File: src/rtl/note_scroller.sv
// Song note scroller: fetches note rows from a synchronous pattern ROM and holds each row
// on the matrix for a programmable number of scroll steps.
module note_scroller #(
  parameter int unsigned COLS     = 10,
  parameter int unsigned CHANNELS = 2,
  parameter int unsigned OFF_W    = 4,
  parameter int unsigned SONG_W   = 2,
  parameter int unsigned ROW_W    = 5,
  parameter int unsigned TICK_DIV = 4
) (
  input  logic                       clk_i,
  input  logic                       rst_ni,
  input  logic [SONG_W-1:0]          song_i,
  input  logic                       pause_i,
  input  logic                       abort_i,
  output logic [SONG_W+ROW_W-1:0]    rom_addr_o,
  output logic                       rom_rd_o,
  input  logic [CHANNELS*COLS-1:0]   rom_data_i,
  output logic [CHANNELS*COLS-1:0]   notes_o,
  output logic [OFF_W-1:0]           offset_o,
  output logic                       busy_o,
  output logic                       finish_o
);

  localparam int unsigned DataW = CHANNELS * COLS;
  localparam int unsigned TickW = (TICK_DIV > 1) ? $clog2(TICK_DIV) : 1;
  localparam logic [TickW-1:0] TickMax = TickW'(TICK_DIV - 1);
  localparam logic [OFF_W-1:0] OffMax  = '1;
  localparam logic [ROW_W-1:0] RowMax  = '1;

  typedef enum logic [2:0] {StIdle, StFetch, StLoad, StShift, StDone} state_e;

  state_e                    state_q;
  logic [SONG_W-1:0]         song_prev_q;
  logic [SONG_W-1:0]         song_q;
  logic [ROW_W-1:0]          row_q;
  logic [TickW-1:0]          tick_q;
  logic [OFF_W-1:0]          offset_q;
  logic [DataW-1:0]          notes_q;
  logic [SONG_W+ROW_W-1:0]   rom_addr_q;
  logic                      rom_rd_q;
  logic                      finish_q;
  logic                      start;

  assign start = (song_i != '0) && (song_prev_q == '0);

  always_ff @(posedge clk_i or negedge rst_ni) begin
    if (!rst_ni) begin
      state_q     <= StIdle;
      song_prev_q <= '0;
      song_q      <= '0;
      row_q       <= '0;
      tick_q      <= '0;
      offset_q    <= '0;
      notes_q     <= '0;
      rom_addr_q  <= '0;
      rom_rd_q    <= 1'b0;
      finish_q    <= 1'b0;
    end else begin
      song_prev_q <= song_i;
      rom_rd_q    <= 1'b0;
      finish_q    <= 1'b0;
      // Abort beats every transition, including a start seen in the same idle cycle.
      if (abort_i) begin
        state_q  <= StIdle;
        notes_q  <= '0;
        offset_q <= '0;
      end else begin
        unique case (state_q)
          StIdle: begin
            if (start) begin
              song_q     <= song_i;
              row_q      <= '0;
              rom_addr_q <= {song_i, {ROW_W{1'b0}}};
              rom_rd_q   <= 1'b1;
              state_q    <= StFetch;
            end
          end
          StFetch: state_q <= StLoad;
          StLoad: begin
            if (&rom_data_i) begin
              state_q <= StDone;
            end else begin
              notes_q  <= rom_data_i;
              offset_q <= '0;
              tick_q   <= '0;
              state_q  <= StShift;
            end
          end
          StShift: begin
            if (!pause_i) begin
              if (tick_q == TickMax) begin
                tick_q <= '0;
                if (offset_q != OffMax) begin
                  offset_q <= offset_q + OFF_W'(1);
                end else if (row_q == RowMax) begin
                  state_q <= StDone;
                end else begin
                  // Strobe is issued on entry so the data lands while in StLoad.
                  row_q      <= row_q + ROW_W'(1);
                  rom_addr_q <= {song_q, row_q + ROW_W'(1)};
                  rom_rd_q   <= 1'b1;
                  state_q    <= StFetch;
                end
              end else begin
                tick_q <= tick_q + TickW'(1);
              end
            end
          end
          StDone: begin
            finish_q <= 1'b1;
            notes_q  <= '0;
            offset_q <= '0;
            state_q  <= StIdle;
          end
          default: state_q <= StIdle;
        endcase
      end
    end
  end

  assign rom_addr_o = rom_addr_q;
  assign rom_rd_o   = rom_rd_q;
  assign notes_o    = notes_q;
  assign offset_o   = offset_q;
  assign busy_o     = (state_q != StIdle);
  assign finish_o   = finish_q;

endmodule

File: config.mk
export PLATFORM = sky130hd
export DESIGN_NAME = note_scroller
export DESIGN_NICKNAME = d
export VERILOG_FILES = /design/src/rtl/note_scroller.sv
export SDC_FILE = /design/constraint.sdc
export NUM_CORES = 1
export LEC_CHECK = 0
export ABC_AREA = 1
export CORE_ASPECT_RATIO = 1.1
export CORE_MARGIN = 2
export CORE_UTILIZATION = 30
export CTS_BUF_LIST = sky130_fd_sc_hd__clkbuf_8
export DETAILED_ROUTE_END_ITERATION = 12
export PLACE_DENSITY = 0.58
export SETUP_SLACK_MARGIN = 0.05
export SYNTH_ARGS = -nofsm -noshare
export SYNTH_HDL_FRONTEND = slang
export SYNTH_SLANG_ARGS = --single-unit
File: constraint.sdc
create_clock -name clk_i -period 4.8 [get_ports clk_i]
set_input_delay 0.72 -clock clk_i [delete_from_list [all_inputs] [get_ports clk_i]]
set_output_delay 0.72 -clock clk_i [all_outputs]
set_load 0.01 [all_outputs]
==> results.toml, run 1 <==
[synthesis]
synthArstFlopShare = 1.00
synth_commonest_cells = "72 x nand2_1, 42 x dfrtp_1, 40 x nand3_1, 23 x nor2_1, 16 x inv_1"
synthCells = 241
yosysWarnings = 0
yosysMostFrequentCell = "nand2_1"
synth.distinct_cells = 32
synthTopCellsByArea = "dfrtp_1 51%, nand2_1 13%, nand3_1 9.8%, nor2_1 4.2%, inv_1 2.9%"
synth_ff_type = "dfrtp_1"
synth_edf_count = 0
yosysSeqAreaShare = 0.513
synthesis.nets = 271
synth_area_mm2 = 0.00205
synth_area_leader_cell = "dfrtp_1"
ys_ff_latch = 42
synth_area_per_cell_um2 = 8.50
synth_top_area_share = 0.513

[place]
portBuffers = 59
dp_hpwl_mm = 3.49
dp_cells = 375
gp_congestion = 0.809

[critical_path]
worstPathArrival_ns = 2.72
path_class = "in -> reg"
regToRegStartpoint = "row_q[0]"
cp_cell_sequence = "clkdlybuf4s50_1, inv_1, nand2_1, nor2_8, nand2_1, nand2_1"
cp-start-kind = "input pin"
cp.required_ns = 5.03
critPathMaxFanout = 30
rr_worst_depth = 9
slowest_delay_ns = 0.73
crit_path_end_kind = "flip-flop"
crit-reg2reg-capture = "rom_addr_o[5]"
r2r_slack_ns = 2.78
crit_slowest_cell = "inv_1"
crit_top_cell = "nand2_1"

[clock_tree]
clk_pin_slew_ns = 0.08
cts_max_level = 2
cts_tree = "built"
cts_resized = 0
cts_sinks = 42
post-cts-setup-buffers = 0
cts_max_path_buffers = 2
root_buffer = "clkbuf_8"
cts_made_buffers = 5
cts_hold_buf = 0
insertion_delay_ns = 0.30

[sta]
fmax_mhz = 402
slew_violations = 0
min_period_ns = 2.49
finalCritPeriodShare = 0.519
final.setup.tns_ns = 0
finalSetupViolations = 0
rsz0062_at_grt = "no"
hold_violations = 0
fin_skew_ns = 0.00419
worst_pin_slew_ns = 0.946
max_slew_margin = 0.370

[pwr]
worst_ir_drop_vdd_mv = 0.234
clkPwrFrac = 0.286
powerDensity_mw_per_mm2 = 352
cellLeakagePower_nw = 1.37
intPower_mw = 0.684
netSwitchingPower_mw = 0.302
p_sw_frac = 0.306
combPwrFrac = 0.274
pwr-share-seq = 0.440

[job]
drv_cap = 0

[route]
wl_mm = 4.94
wire_per_inst_um = 12.9
drc = 0
vias = 1801
viasPerCell = 4.70
drt_iter0_markers = 93
drtPass1Iterations = 5
postRouteAntennaNets = 0

[floorplan]
dieWidth_um = 82.8
die_area_mm2 = 0.00750
io_pins = 60
fp.dieH_um = 90.7
num_rows = 31
core_mm2 = 0.00659
start_util = 0.311

[grt]
antenna_found_initial = 0
grt-ovfl-total = 0
grt_pass1_wl_mm = 8.36
grt_pass1_vias = 1843
grt_use_total = 0.141
grt_max_degree = 43

[layout]
fin_nets = 330
drive_gt1_frac = 0.0698
nFillCells = 672
stdcell_count = 383
syn_to_final_growth_pct = 36.7
antenna_cells = 0

[run_status]
status = "complete, no violations"

[min_path]
min_to = "tick_q[1]"
worstHoldPathCells = 2
worst_hold_path_type = "reg -> reg"
hold_start = "tick_q[1]"
==> area by class of cell <==
cell class / count / area [µm²] / share of cell area
flip-flops and latches: 42 / 1050 / 0.376
multi-input cells: 175 / 886 / 0.316
repair buffers: 59 / 586 / 0.209
well taps: 82 / 103 / 0.0367
clock buffers: 5 / 68.8 / 0.0246
inverters: 17 / 63.8 / 0.0228
clock inverters: 3 / 41.3 / 0.0148
==> metrics by stage <==
stage,instance area [µm²],power [mW],setup WS (ns),hold WS [ns],utilization
6_report,2800,0.985,2.31,0.484,0.424
5_1_grt,2800,1.05,2.10,0.498,0.424
2_1_floorplan,2050,0.583,2.93,0.424,-
3_5_place_dp,2690,0.712,1.99,0.471,0.408
3_3_place_gp,2690,0.710,2.05,0.461,0.408
4_1_cts,2800,1.00,2.31,0.490,0.424
==> sequential cells by signal, summed over array words and instances (netlist names) <==
| name | flops |
|---|---|
| notes_o | 20 |
| offset_o | 4 |
| row_q | 4 |
| rom_addr_o | 3 |
| state_q | 3 |
| song_prev_q | 2 |
| song_q | 2 |
| tick_q | 2 |
| finish_o | 1 |
| rom_rd_o | 1 |
==> worst max-delay path: cells and delay by family <==
family	cells	cell delay, ns
buffers and inverters	2	1.23
AND/OR/NAND/NOR	4	0.76
==> worst max path at each step <==
| stage | startpoint | to | slack [ns] | cells after the start |
|---|---|---|---|---|
| finish | abort_i | notes_o[7] | 2.31 | 6 |
| global route | abort_i | notes_o[16] | 2.10 | 6 |
| global placement | abort_i | notes_o[6] | 2.05 | 6 |
| CTS | abort_i | notes_o[14] | 2.31 | 6 |
| floorplan | row_q[0] | row_q[3] | 2.93 | 10 |
| detailed placement | abort_i | notes_o[2] | 1.99 | 6 |
==> metal layers <==
| metal | wire length [µm] | GRT usage | vias to the layer above |
|---|---|---|---|
| met5 | 0 | 0 | - |
| met4 | 44 | 0.0342 | 0 |
| met3 | 368 | 0.0400 | 6 |
| met2 | 2230 | 0.223 | 54 |
| met1 | 2300 | 0.189 | 838 |
| li1 | - | - | 903 |
==> logic make-up after synthesis <==
kind of cell / synth area share
AOI/OAI and AO/OA: 0.0538
muxes: 0.0110
xor gates and xnor gates: 0.00855
and+or+nand+nor: 0.335
buffers and inverters: 0.0544
adders and majority gates: 0.0244
DFF: 0.513
==> placed cells by master, fill, tap and decap left out, drive strengths merged <==
cell           count
nand2             74
clkdlybuf4s50     58
nand3             43
dfrtp             42
nor2              26
inv               18
o21ai              9
a21oi              6
clkbuf             5
ha                 4
nor3               2
nand4              2
mux2               2
o22ai              2
and3               1
o21bai             1
nand3b             1
xor2               1
xnor2              1
bufinv             1
clkinvlp           1
buf                1
==> power groups by stage <==
stage	clock network, mW	registers (mW)	logic, mW
global route	0.309	0.440	0.301
floorplan	0	0.450	0.133
detailed placement	0	0.440	0.272
global placement	0	0.440	0.270
CTS	0.292	0.434	0.274
finish	0.282	0.433	0.270
Note: power is estimated with default switching activity, not from simulation.
==> inputs of run 2 (changes only) <==
--- a/config.mk
+++ b/config.mk
@@ -11,7 +11,7 @@
 export CORE_UTILIZATION = 30
 export CTS_BUF_LIST = sky130_fd_sc_hd__clkbuf_8
 export DETAILED_ROUTE_END_ITERATION = 12
-export PLACE_DENSITY = 0.58
+export PLACE_DENSITY = 0.6
 export SETUP_SLACK_MARGIN = 0.05
 export SYNTH_ARGS = -nofsm -noshare
 export SYNTH_HDL_FRONTEND = slang
==> constraint.sdc (replaced) <==
create_clock -name clk_i -period 2.15 [get_ports clk_i]
set_input_delay 0.3225 -clock clk_i [delete_from_list [all_inputs] [get_ports clk_i]]
set_output_delay 0.3225 -clock clk_i [all_outputs]
set_load 0.01 [all_outputs]
==> results.toml, run 2 (same netlist as run 1, synthesis figures left out) <==
[run_status]
status = "complete, no violations"

[clock_tree]
cts_tree = "built"
cts_sinks = 42
root_buffer = "clkbuf_8"
clk_pin_slew_ns = 0.09
cts_max_path_buffers = 2
cts_max_level = 2
insertion_delay_ns = 0.29
cts_made_buffers = 5

[floorplan]
die_area_mm2 = 0.00750
dieWidth_um = 82.8
fp.dieH_um = 90.7
start_util = 0.311
io_pins = 60
core_mm2 = 0.00659
num_rows = 31

[critical_path]
crit_path_end_kind = "output port"
crit_top_cell = "inv_1"
regToRegStartpoint = "row_q[0]"
path_class = "reg -> out"
critical_path_buf_inv_count = 3
critPathTopFamily = "buffers and inverters"
crit_slowest_cell = "clkdlybuf4s50_1"
rr_worst_depth = 9
worstPathArrival_ns = 1.59
cp.required_ns = 1.83
crit-reg2reg-capture = "row_q[0]"
cp_cell_sequence = "inv_1, nand2_1, nor2_2, inv_1, clkdlybuf4s50_1"
cp-start-kind = "flip-flop"
slowest_delay_ns = 0.48
critPathMaxFanout = 4
startpoint = "state_q[0]"
r2r_slack_ns = 0.24

[sta]
finalCritPeriodShare = 0.890
worst_pin_slew_ns = 0.542
final.setup.tns_ns = 0
hold_violations = 0
worst_slack_ns = 0.238
fin_skew_ns = 0.00845
max_slew_margin = 0.638
fmax_mhz = 523
slew_violations = 0
rsz0062_at_grt = "no"
min_period_ns = 1.91
finalSetupViolations = 0

[layout]
drive_gt1_frac = 0.103
fin_nets = 339
layout_common_cells = "72 x nand2_1, 58 x clkdlybuf4s50_1, 42 x dfrtp_1"
largest_register_ffs = 20
layout_commonest_cell = "nand2_1"
antenna_cells = 0
syn_to_final_growth_pct = 41.2
stdcell_count = 392
nFillCells = 680

[grt]
grt_pass1_wl_mm = 8.17
antenna_found_initial = 0
grt_pass1_vias = 1746
grt_max_degree = 43
grt-ovfl-total = 0
grt_use_total = 0.139

[route]
drt_iter0_markers = 65
drc = 0
postRouteAntennaNets = 0
viasPerCell = 4.69
wire_per_inst_um = 12.6
wl_mm = 4.93
drtPass1Iterations = 4
vias = 1839

[pwr]
p_sw_frac = 0.302
worst_ir_drop_vdd_mv = 0.458
powerDensity_mw_per_mm2 = 772
intPower_mw = 1.56
p_total_mw = 2.23
cellLeakagePower_nw = 1.42
netSwitchingPower_mw = 0.673
clkPwrFrac = 0.276
combPwrFrac = 0.291
pwr-share-seq = 0.433

[job]
drv_cap = 0

[place]
gp_congestion = 0.751
portBuffers = 59
dp_hpwl_mm = 3.49
dp_cells = 379
pre_cts_ws_ns = 0.173

[min_path]
worst_hold_path_type = "in -> async"
[run 2: metal layers]
| metal | vias to the layer above | global-route usage | share of wire |
|---|---|---|---|
| met2 | 76 | 0.208 | 0.44 |
| li1 | 921 | - | - |
| met3 | 6 | 0.0460 | 0.10 |
| met1 | 836 | 0.191 | 0.45 |
| met4 | 0 | 0.0369 | 0.011 |
| met5 | - | 0 | 0 |
[run 2: power by group through the flow]
stage                     sequential [mW]  clock, mW  combinational (mW)
after floorplan                      1.00          0               0.298
final                               0.967      0.617               0.649
after global placement              0.979          0               0.631
after detailed placement            0.979          0               0.634
after CTS                           0.965      0.638               0.639
after global routing                0.979      0.671               0.731
[run 2: cell type report]
class	instances	area, µm²	area share
Inverter	17	63.8	0.0221
Sequential cell	42	1050	0.363
Multi-Input combinational cell	175	898	0.311
Clock inverter	3	41.3	0.0143
Timing Repair Buffer	68	666	0.230
Tap cell	82	103	0.0355
Clock buffer	5	68.8	0.0238
[run 2: worst max-delay path by stage]
stage,to,slack (ns),cells after the start
floorplan,row_q[3],0.28,10
global placement,rom_addr_o[5],0.22,9
detailed placement,rom_addr_o[5],0.17,9
CTS,rom_addr_o[6],0.15,9
global route,rom_addr_o[6],0.05,9
finish,busy_o,0.24,5
[run 2: repair_timing]
action	CTS	global route
endpoints found under the setup margin	0	7
buffers inserted	0	5
resized for setup	0	3
hold buffers	0	0
endpoints found under the hold margin	0	0
[run 2: stage by stage]
step	hold slack, ns	util	cell area [µm²]
6_report	0.0921	0.439	2890
5_1_grt	0.136	0.439	2890
4_1_cts	0.108	0.431	2840
3_5_place_dp	0.430	0.414	2730
3_3_place_gp	0.431	0.414	2730
2_1_floorplan	0.0269	-	2050
==> inputs of run 3 (changes only) <==
--- a/config.mk
+++ b/config.mk
@@ -11,7 +11,7 @@
 export CORE_UTILIZATION = 30
 export CTS_BUF_LIST = sky130_fd_sc_hd__clkbuf_8
 export DETAILED_ROUTE_END_ITERATION = 12
-export PLACE_DENSITY = 0.6
+export PLACE_DENSITY = 0.68
 export SETUP_SLACK_MARGIN = 0.05
 export SYNTH_ARGS = -nofsm -noshare
 export SYNTH_HDL_FRONTEND = slang
==> results.toml, run 3 (same netlist as run 1, synthesis figures left out) <==
[run_status]
status = "complete, no violations"

[place]
postPlaceCellArea_mm2 = 0.00272
portBuffers = 59
gp_congestion = 0.807
dp_hpwl_mm = 3.50

[layout]
nFillCells = 662
fin_nets = 333
drive_gt1_frac = 0.0792
syn_to_final_growth_pct = 38.7
largest_register_ffs = 20
design_area_mm2 = 0.00284
layout_common_cells = "72 x nand2_1, 58 x clkdlybuf4s50_1, 42 x dfrtp_1"
layout_commonest_cell = "nand2_1"
multi_input_area_um2 = 891
antenna_cells = 0
regArea_mm2 = 0.00105

[floorplan]
io_pins = 60
dieWidth_um = 82.8
core_mm2 = 0.00659
num_rows = 31
fp.dieH_um = 90.7
die_area_mm2 = 0.00750
start_util = 0.311

[sta]
worst_pin_slew_ns = 0.542
max_slew_margin = 0.638
final.setup.tns_ns = 0
min_period_ns = 1.96
finalSetupViolations = 0
fin_skew_ns = 0.00524
worst_hold_slack_ns = 0.0967
finalCritPeriodShare = 0.910
fmax_mhz = 511
rsz0062_at_grt = "no"
hold_violations = 0
slew_violations = 0

[route]
drc = 0
wire_per_inst_um = 12.6
drt_iter0_markers = 99
vias = 1827
wl_mm = 4.85
viasPerCell = 4.75
wl_met1_mm = 2.30
wl_met2_mm = 2.05
wl_met3_um = 454
postRouteAntennaNets = 0
dr.max_layer_used = "met4"
drtPass1Iterations = 5

[grt]
grt_pass1_vias = 1791
antenna_found_initial = 0
grt_max_degree = 43
grt_pass1_wl_mm = 8.14
grt_use_total = 0.137
grt-ovfl-total = 0

[clock_tree]
cts_made_buffers = 5
insertion_delay_ns = 0.29
root_buffer = "clkbuf_8"
post-cts-setup-buffers = 0
cts_tree = "built"
cts_max_level = 2
clk_pin_slew_ns = 0.07
cts_sinks = 42
cts_max_path_buffers = 2
cts_hold_buf = 0

[critical_path]
worstPathArrival_ns = 1.63
critPathTopFamily = "buffers and inverters"
cp.required_ns = 1.83
critical_path_buf_inv_count = 3
cp-start-kind = "flip-flop"
crit_slowest_cell = "clkdlybuf4s50_1"
cp_cell_sequence = "inv_2, nand2_1, nor2_1, inv_1, clkdlybuf4s50_1"
crit_path_end_kind = "output port"
slowest_delay_ns = 0.48
path_class = "reg -> out"
critPathMaxFanout = 5

[pwr]
intPower_mw = 1.58
powerDensity_mw_per_mm2 = 782
p_sw_frac = 0.291
clkPwrFrac = 0.282
pwr-share-seq = 0.435
netSwitchingPower_mw = 0.647
worst_ir_drop_vdd_mv = 0.416
cellLeakagePower_nw = 1.39
p_total_mw = 2.22
combPwrFrac = 0.284

[job]
drv_cap = 0

[min_path]
worst_hold_path_type = "in -> async"
==> run 3: worst paths after layout <==
check,startpoint,end,slack (ns),cells past startpoint
max,state_q[1],busy_o,0.19,5
min reg2reg,tick_q[1],tick_q[1],0.48,2
max reg2reg,row_q[0],rom_addr_o[5],0.20,9
min,rst_ni,notes_o[14],0.1,2
min in group clk_i,tick_q[1],tick_q[1],0.48,2
max in group asynchronous,rst_ni,row_q[0],1.68,2
==> run 3: final cells by class <==
type / instances / area share
inverters: 17 / 0.0225
multi-input cells: 175 / 0.314
well taps: 82 / 0.0361
clock inverters: 1 / 0.0106
clock buffers: 6 / 0.0291
repair buffers: 62 / 0.218
flip-flops and latches: 42 / 0.370
==> run 3: timing repair <==
item,in CTS,in global routing
endpoints found under the setup margin,0,2
endpoints found under the hold margin,0,0
gates resized for setup,0,1
==> run 3: worst reg2reg max path: cells and delay by family, from the launching register on <==
kind          cells  cell delay (ns)
fa+ha+maj         2             0.45
flops             1             0.44
simple gates      7             0.94
==> run 3: metal layers <==
metal	GRT usage	vias up
li1	-	908
met1	0.190	847
met2	0.204	67
met3	0.0470	5
met4	0.0369	0
met5	0	-
==> run 3: through the flow <==
| step | worst slack, ns | cells | utilization |
|---|---|---|---|
| after floorplan | 0.279 | 241 | - |
| after global placement | 0.236 | 378 | 0.413 |
| after detailed placement | 0.146 | 378 | 0.413 |
| after CTS | 0.147 | 385 | 0.430 |
| after global routing | 0.0600 | 385 | 0.431 |
| final | 0.194 | 385 | 0.431 |
==> run 3: power groups by stage <==
stage          registers, mW  clock network [mW]  logic, mW
2_1_floorplan           1.00                   0      0.298
3_3_place_gp           0.979                   0      0.627
3_5_place_dp           0.979                   0      0.634
4_1_cts                0.966               0.657      0.638
5_1_grt                0.979               0.693      0.702
6_report               0.967               0.626      0.631
